<file path="src/rtl/sram_port_arbiter.sv">
// sram_port_arbiter
// Two requesters share one external 4096x32 byte-masked SRAM (one write
// port, one read port). Grants are round-robin with at most one grant per
// cycle. A read response is held in the RESP state until the owning
// requester accepts it. Accepting a response and taking a new read grant in
// the same cycle keeps one read per cycle flowing.
// Optional feature: define SRAM_ARB_PERF_EN to add 32-bit grant and stall
// counters (io_perf_grant_0, io_perf_grant_1, io_perf_stall).

module sram_port_arbiter (
    input  logic        clock,
    input  logic        reset,

    input  logic        io_req_0_valid,
    output logic        io_req_0_ready,
    input  logic        io_req_0_bits_write,
    input  logic [11:0] io_req_0_bits_addr,
    input  logic [31:0] io_req_0_bits_wdata,
    input  logic [3:0]  io_req_0_bits_mask,

    input  logic        io_req_1_valid,
    output logic        io_req_1_ready,
    input  logic        io_req_1_bits_write,
    input  logic [11:0] io_req_1_bits_addr,
    input  logic [31:0] io_req_1_bits_wdata,
    input  logic [3:0]  io_req_1_bits_mask,

    output logic        io_resp_0_valid,
    input  logic        io_resp_0_ready,
    output logic [31:0] io_resp_0_bits_rdata,

    output logic        io_resp_1_valid,
    input  logic        io_resp_1_ready,
    output logic [31:0] io_resp_1_bits_rdata,

    output logic        mem_W0_en,
    output logic [11:0] mem_W0_addr,
    output logic [31:0] mem_W0_data,
    output logic [3:0]  mem_W0_mask,

    output logic        mem_R0_en,
    output logic [11:0] mem_R0_addr,
    input  logic [31:0] mem_R0_data
`ifdef SRAM_ARB_PERF_EN
    ,
    output logic [31:0] io_perf_grant_0,
    output logic [31:0] io_perf_grant_1,
    output logic [31:0] io_perf_stall
`endif
);

    typedef enum logic {
        IDLE = 1'b0,
        RESP = 1'b1
    } state_t;

    state_t      state;
    logic        prio;
    logic        owner;

    logic        resp_pending;
    logic        owner_ready;
    logic        resp_fire;
    logic        arb_active;
    logic        grant_0;
    logic        grant_1;
    logic        any_grant;

    logic        sel_write;
    logic [11:0] sel_addr;
    logic [31:0] sel_wdata;
    logic [3:0]  sel_mask;

    // Decide whether a response is being accepted and whether a grant may happen
    always_comb begin
        resp_pending = (state == RESP) && !reset;
        owner_ready  = owner ? io_resp_1_ready : io_resp_0_ready;
        resp_fire    = resp_pending && owner_ready;
        arb_active   = !reset && ((state == IDLE) || resp_fire);
        grant_0      = arb_active && io_req_0_valid && (!prio || !io_req_1_valid);
        grant_1      = arb_active && io_req_1_valid && ( prio || !io_req_0_valid);
        any_grant    = grant_0 || grant_1;
    end

    // Route the granted requester's command toward the SRAM ports
    always_comb begin
        sel_write = grant_1 ? io_req_1_bits_write : io_req_0_bits_write;
        sel_addr  = grant_1 ? io_req_1_bits_addr  : io_req_0_bits_addr;
        sel_wdata = grant_1 ? io_req_1_bits_wdata : io_req_0_bits_wdata;
        sel_mask  = grant_1 ? io_req_1_bits_mask  : io_req_0_bits_mask;
    end

    assign io_req_0_ready       = grant_0;
    assign io_req_1_ready       = grant_1;

    assign io_resp_0_valid      = resp_pending && !owner;
    assign io_resp_1_valid      = resp_pending &&  owner;
    assign io_resp_0_bits_rdata = io_resp_0_valid ? mem_R0_data : 32'h0;
    assign io_resp_1_bits_rdata = io_resp_1_valid ? mem_R0_data : 32'h0;

    assign mem_W0_en            = any_grant && sel_write;
    assign mem_W0_addr          = mem_W0_en ? sel_addr  : 12'h0;
    assign mem_W0_data          = mem_W0_en ? sel_wdata : 32'h0;
    assign mem_W0_mask          = mem_W0_en ? sel_mask  : 4'h0;

    assign mem_R0_en            = any_grant && !sel_write;
    assign mem_R0_addr          = mem_R0_en ? sel_addr : 12'h0;

    // State, round-robin pointer and response owner
    always_ff @(posedge clock) begin
        if (reset) begin
            state <= IDLE;
            prio  <= 1'b0;
            owner <= 1'b0;
        end else begin
            if (any_grant) begin
                prio <= ~grant_1;
            end
            if (any_grant && !sel_write) begin
                state <= RESP;
                owner <= grant_1;
            end else if (resp_fire) begin
                state <= IDLE;
            end
        end
    end

`ifdef SRAM_ARB_PERF_EN
    // Count grants per requester and cycles where requests waited without a grant
    always_ff @(posedge clock) begin
        if (reset) begin
            io_perf_grant_0 <= 32'h0;
            io_perf_grant_1 <= 32'h0;
            io_perf_stall   <= 32'h0;
        end else begin
            if (grant_0) begin
                io_perf_grant_0 <= io_perf_grant_0 + 32'h1;
            end
            if (grant_1) begin
                io_perf_grant_1 <= io_perf_grant_1 + 32'h1;
            end
            if ((io_req_0_valid || io_req_1_valid) && !any_grant) begin
                io_perf_stall <= io_perf_stall + 32'h1;
            end
        end
    end
`endif

endmodule

</file>
<file path="config.mk">
export PLATFORM = sky130hd
export DESIGN_NAME = sram_port_arbiter
export DESIGN_NICKNAME = d
export VERILOG_FILES = /design/src/rtl/sram_port_arbiter.sv
export SDC_FILE = /design/constraint.sdc
export NUM_CORES = 1
export LEC_CHECK = 0
export ABC_AREA = 1
export CORE_AREA = 2 2 103 105
export CTS_CLUSTER_DIAMETER = 60
export DETAILED_ROUTE_END_ITERATION = 8
export DIE_AREA = 0 0 105 107
export DONT_BUFFER_PORTS = 1
export GPL_ROUTABILITY_DRIVEN = 0
export REMOVE_ABC_BUFFERS = 1
export SYNTH_ARGS = -nofsm -noshare
export SYNTH_HDL_FRONTEND = slang
export SYNTH_SLANG_ARGS = --single-unit
</file>
<file path="constraint.sdc">
create_clock -name clock -period 1.4 [get_ports clock]
set_input_delay 0.14 -clock clock [delete_from_list [all_inputs] [get_ports clock]]
set_output_delay 0.14 -clock clock [all_outputs]
set_load 0.02 [all_outputs]
</file>
Word-level counts from Yosys, hierarchy flattened

Cells that the tools add are included.

Register bits after elaboration: 3
Latch bits: 0
Bits in writable memories: 0
Bits in read-only memories: 0
Bits of input ports: 136
Output and inout port bits: 130
Logic and storage cells: 40
Memories: 0

Add/subtract/negate cells: 0
$mul: 0
Divide/modulo/power cells: 0
Order comparisons: 0
Equal/unequal tests: 0
Shifts and indexed selects: 0
Mux-type cells: 13
Bitwise logic cells: 2
Reductions and logical operators: 22

Operators with widths:

| operator           | count |
|---|---|
| 32-bit 2-to-1 mux  | 4 |
| 12-bit 2-to-1 mux  | 3 |
| 1-bit logical AND  | 11 |
| 4-bit 2-to-1 mux   | 2 |
| 1-bit zero test    | 6 |
| 1-bit logical OR   | 4 |
| 1-bit 2-to-1 mux   | 4 |
| 1-bit inverter     | 2 |
| 2-bit nonzero test | 1 |

Depth between registers and ports, before layout

Depth in word-level cells: 11
Gate-level depth with buffers: 11
Gate-level depth less buffers: 11

Worst setup path after synthesis

No wires, ideal clock.

Path type: register to output
From: register state
To: output port io_resp_1_bits_rdata[10]
Arrival time: 1.510 ns
Data required time: 1.260 ns
Path slack: -0.250 ns
Cell stages (with the launch flop): 8
Path buffers: 1
Cells stage by stage: dfxtp_1 -> inv_1 -> nor2_1 -> inv_1 -> nor2_1 -> inv_1 -> clkbuf_1 -> nor2_1

Word-level cells in the longest chain between the ends: 3

Ends and longest elaborated chain:

| item                   | line | source |
|---|---|---|
| start, declared        | 57   | `state_t state;` |
| start signal, assigned | 112  | `state <= IDLE;` |
| start signal, assigned | 120  | `state <= RESP;` |
| start signal, assigned | 123  | `state <= IDLE;` |
| 1-bit logical AND      | 76   | `resp_pending = (state == RESP) && !reset;` |
| 1-bit logical AND      | 97   | `assign io_resp_1_valid = resp_pending && owner;` |
| via io_resp_1_valid    | 32   | `output logic io_resp_1_valid,` |
| 32-bit 2-to-1 mux      | 99   | `assign io_resp_1_bits_rdata = io_resp_1_valid ? mem_R0_data : 32'h0;` |
| end, declared          | 34   | `output logic [31:0] io_resp_1_bits_rdata,` |

The timed path passes the listed nets, and every way through them passes these cells.

Worst setup path in the final report

From: register state
To: output port mem_W0_addr[6]

Word-level cells in the longest chain between the ends: 9
Elaborated cells on any way between the ends: 14
Those cells by class: mux (3); bitwise (1); reduce/logical (10)

Ends and longest elaborated chain:

| item                                                        | line   | source |
|---|---|---|
| 1-bit logical AND                                           | 76     |  |
| 1-bit logical AND                                           | 78     | `resp_fire = resp_pending && owner_ready;` |
| 1-bit logical OR (*)                                        | 79     | `arb_active = !reset && ((state == IDLE) \|\| resp_fire);` |
| 1-bit logical AND (*)                                       | 79     |  |
| 1-bit logical AND (on tied branches) (2 in series)          | 81, 80 |  |
| 1-bit 2-to-1 mux / 1-bit logical OR (equally long branches) | 87, 82 |  |
| 1-bit logical AND                                           | 101    | `assign mem_W0_en = any_grant && sel_write;` |
| 12-bit 2-to-1 mux (*)                                       | 102    | `assign mem_W0_addr = mem_W0_en ? sel_addr : 12'h0;` |
| end, declared                                               | 37     | `output logic [11:0] mem_W0_addr,` |

Mark *: on every way between the ends. The rest lies on a longest branch, timed or not.

==> impl_metrics.py <==
metrics = {
    "cts": {
        "clk_latency_ns": 0.22,
        "cts.htree.levels": 1,
        "cts_root_buf": "clkbuf_8",
        "cts_tree": "yes",
        "clk_path_buf_depth": 2,
        "cts.sink_count": 3,
        "clkTransAtPathRegs_ns": 0.03,
        "cts_buffers": 3,
    },
    "die": {
        "num_rows": 37,
        "die_h_microns": 107,
        "die_x_microns": 105,
        "die_area_sq_um": 11240,
        "core_area_sq_um": 10090,
        "initial_core_util_pct": 13.60,
        "io_pins": 266,
    },
    "drt": {
        "drtAntennaViolNets": 0,
        "wl_per_cell_microns": 17.91,
        "num_vias": 2684,
        "route.detailed.drc": 0,
        "detail_route.vias_per_cell": 4.436,
        "wl_mm": 10.84,
        "drt_iter0_drc": 109,
        "firstDrtPassIters": 4,
    },
    "synth": {
        "synth_seq_cells": 3,
        "syn_area_sq_um": 1373,
        "syn_area_per_cell_sq_um": 4.545,
        "synth_cells": 302,
        "synth_top_area_share_pct": 24.89,
        "ys_warn_count": 0,
        "yosysSeqAreaShare_pct": 4.376,
        "yosysTopAreaCell": "nor2_1",
        "synth_area_leaders": "nor2_1 (25%), nand2_1 (23%), a21oi_1 (14%)",
        "ys_types": 16,
    },
    "setup_path": {
        "crit_required_ns": 1.26,
        "r2r_cells": 8,
        "r2r-start": "state",
        "r2r_slack_ns": -0.07,
        "worst_setup_path_end_kind": "output pin",
        "worstReg2RegEnd": "owner",
        "startpoint_type": "flip-flop",
        "critPathKind": "reg2out",
        "critPathMaxFanout": 7,
        "arrival_ns": 1.83,
    },
    "power_and_ir_drop": {
        "p_sw_uw": 802.2,
        "powerDensity_nw_per_um2": 390.0,
        "p_leak_nw": 2.028,
        "p_int_uw": 939.2,
        "p_comb_share_pct": 79.9,
        "p_sw_share_pct": 46.07,
        "seqPwrFrac_pct": 5.6,
        "peakVddDrop_v": 0.0001734,
        "p_clk_share_pct": 14.4,
    },
    "timing": {
        "timing.hold.ws_ns": 0.02250,
        "setup_violations": 132,
        "finClkSkew_ns": 0.001275,
        "worst_slew_margin_rel_pct": 78.48,
        "worst_pin_slew_ns": 0.3213,
        "rsz0062_at_grt": "yes",
        "fmax_mhz": 507.3,
        "hold_viol": 0,
        "setup_ws_ns": -0.5711,
        "min_period_over_period_pct": 140.8,
        "maxSlewViolCount": 0,
        "min_period_ns": 1.971,
    },
    "min_path": {
        "worstHoldStart": "reset",
        "worstHoldPathType": "in2reg",
        "min_to": "prio",
        "hold-path-cell-count": 1,
    },
    "global_routing": {
        "grt_pass1_vias": 2531,
        "grt_antenna_before_repair": 0,
        "grt.total_usage_pct": 15.88,
        "grt_max_degree": 37,
        "globalRoute.totalOverflow": 0,
        "grt_pass1_wl_mm": 13.77,
    },
    "status": {
        "status": "finished with violations",
        "violations": "setup timing",
    },
    "finish": {
        "layout_commonest_cell": "buf_6",
        "synthToLayoutAreaGrowth_pct": 225.3,
        "antennaDiodeCount": 0,
        "multi_input_area_sq_um": 1810,
        "regArea_sq_um": 62.56,
        "mostFrequentLayoutCells": "buf_6 (90), nand2_1 (67), buf_4 (64), nor2_4 (54), inv_1 (40)",
        "drive_above_1_share_pct": 70.36,
        "fillCellCount": 919,
        "utilization_pct": 44.25,
        "final_nets": 606,
    },
    "placement": {
        "hpwl_mm": 7.036,
        "portBuffers": 0,
    },
    "flow_run": {
        "maxCapViolations": 0,
    },
}
==> worst max-delay path: stages (launching register included) <==
cell     delay (ns)
dfxtp_2        0.31
buf_4          0.13
a31oi_1        0.29
nand2_2        0.14
nand2_4        0.10
nand3_4        0.11
buf_12         0.17
buf_8          0.13
nor2_4         0.10
buf_6          0.12
==> final cells by class <==
class | count | share of cell area, %
repair buffers | 184 | 48.64
multi-input cells | 231 | 40.54
inverters | 47 | 4.595
well taps | 136 | 3.811
flip-flops and latches | 3 | 1.401
clock buffers | 4 | 1.009
==> cell families after synthesis <==
family	count (synthesis)	synth area share (%)
AO/OA/AOI/OAI	42	15.59
buffers and inverters	68	21.88
flip-flops	3	4.376
multiplexers	12	8.751
AND/OR/NAND/NOR	177	49.41
==> stage by stage <==
stage	setup TNS [ns]	cells	cell area, sq um	worst slack, ns	power (mW)
final	-52.13	605	4466	-0.5711	1.741
after global routing	-64.12	605	4466	-0.6677	1.825
after CTS	-43.57	598	3862	-0.5214	1.542
after detailed placement	-23.02	570	2655	-0.3477	0.9357
after global placement	-19.57	570	2655	-0.3295	0.9288
after floorplan	-106.13	281	1249	-1.386	0.5523
==> cells in the mapped netlist (all sizes together) <==
| library cell | n |
|---|---|
| mux2i | 12 |
| o21ai | 1 |
| nand3 | 3 |
| inv | 47 |
| nand2 | 83 |
| clkbuf | 7 |
| dfxtp | 3 |
| a21oi | 39 |
| a31oi | 1 |
| buf | 14 |
| nor2 | 91 |
| o31ai | 1 |
==> routing by layer <==
| metal | global-route usage, % | share of wire [%] | vias to the layer above |
|---|---|---|---|
| li1 | - | - | 1244 |
| met1 | 16.39 | 34 | 1243 |
| met2 | 30.98 | 55 | 177 |
| met3 | 3.830 | 8.3 | 20 |
| met4 | 5.619 | 3.0 | 0 |
| met5 | 0 | 0 | - |
==> power groups by stage <==
stage / clock (mW) / sequential, mW / combinational [mW]
2_1_floorplan: 0 / 0.0977 / 0.455
3_3_place_gp: 0 / 0.0971 / 0.832
3_5_place_dp: 0 / 0.0975 / 0.838
4_1_cts: 0.259 / 0.0976 / 1.19
5_1_grt: 0.266 / 0.0989 / 1.46
6_report: 0.252 / 0.0980 / 1.39
==> state kept, by name, summed over array words and instances (netlist names) <==
| register | count |
|---|---|
| prio | 1 |
| owner | 1 |
| state | 1 |
==> timing repair <==
item	CTS	global route
gates cloned	11	4
endpoints found under the setup margin	130	133
hold endpoints to repair	2	0
gates resized for setup	218	113
pin swaps	20	14
buffers inserted	13	4
hold buffers	1	0
==> how the worst max path moves through the flow <==
stage          slack, ns   from              end
6_report           -0.57  state   mem_W0_addr[6]
2_1_floorplan      -1.39  state   mem_W0_data[0]
3_3_place_gp       -0.33  state   mem_W0_addr[2]
4_1_cts            -0.52  owner   mem_W0_addr[4]
3_5_place_dp       -0.35  owner  mem_W0_data[15]
5_1_grt            -0.67  state   mem_W0_addr[4]
No activity file was read; power rests on OpenSTA's default activity.
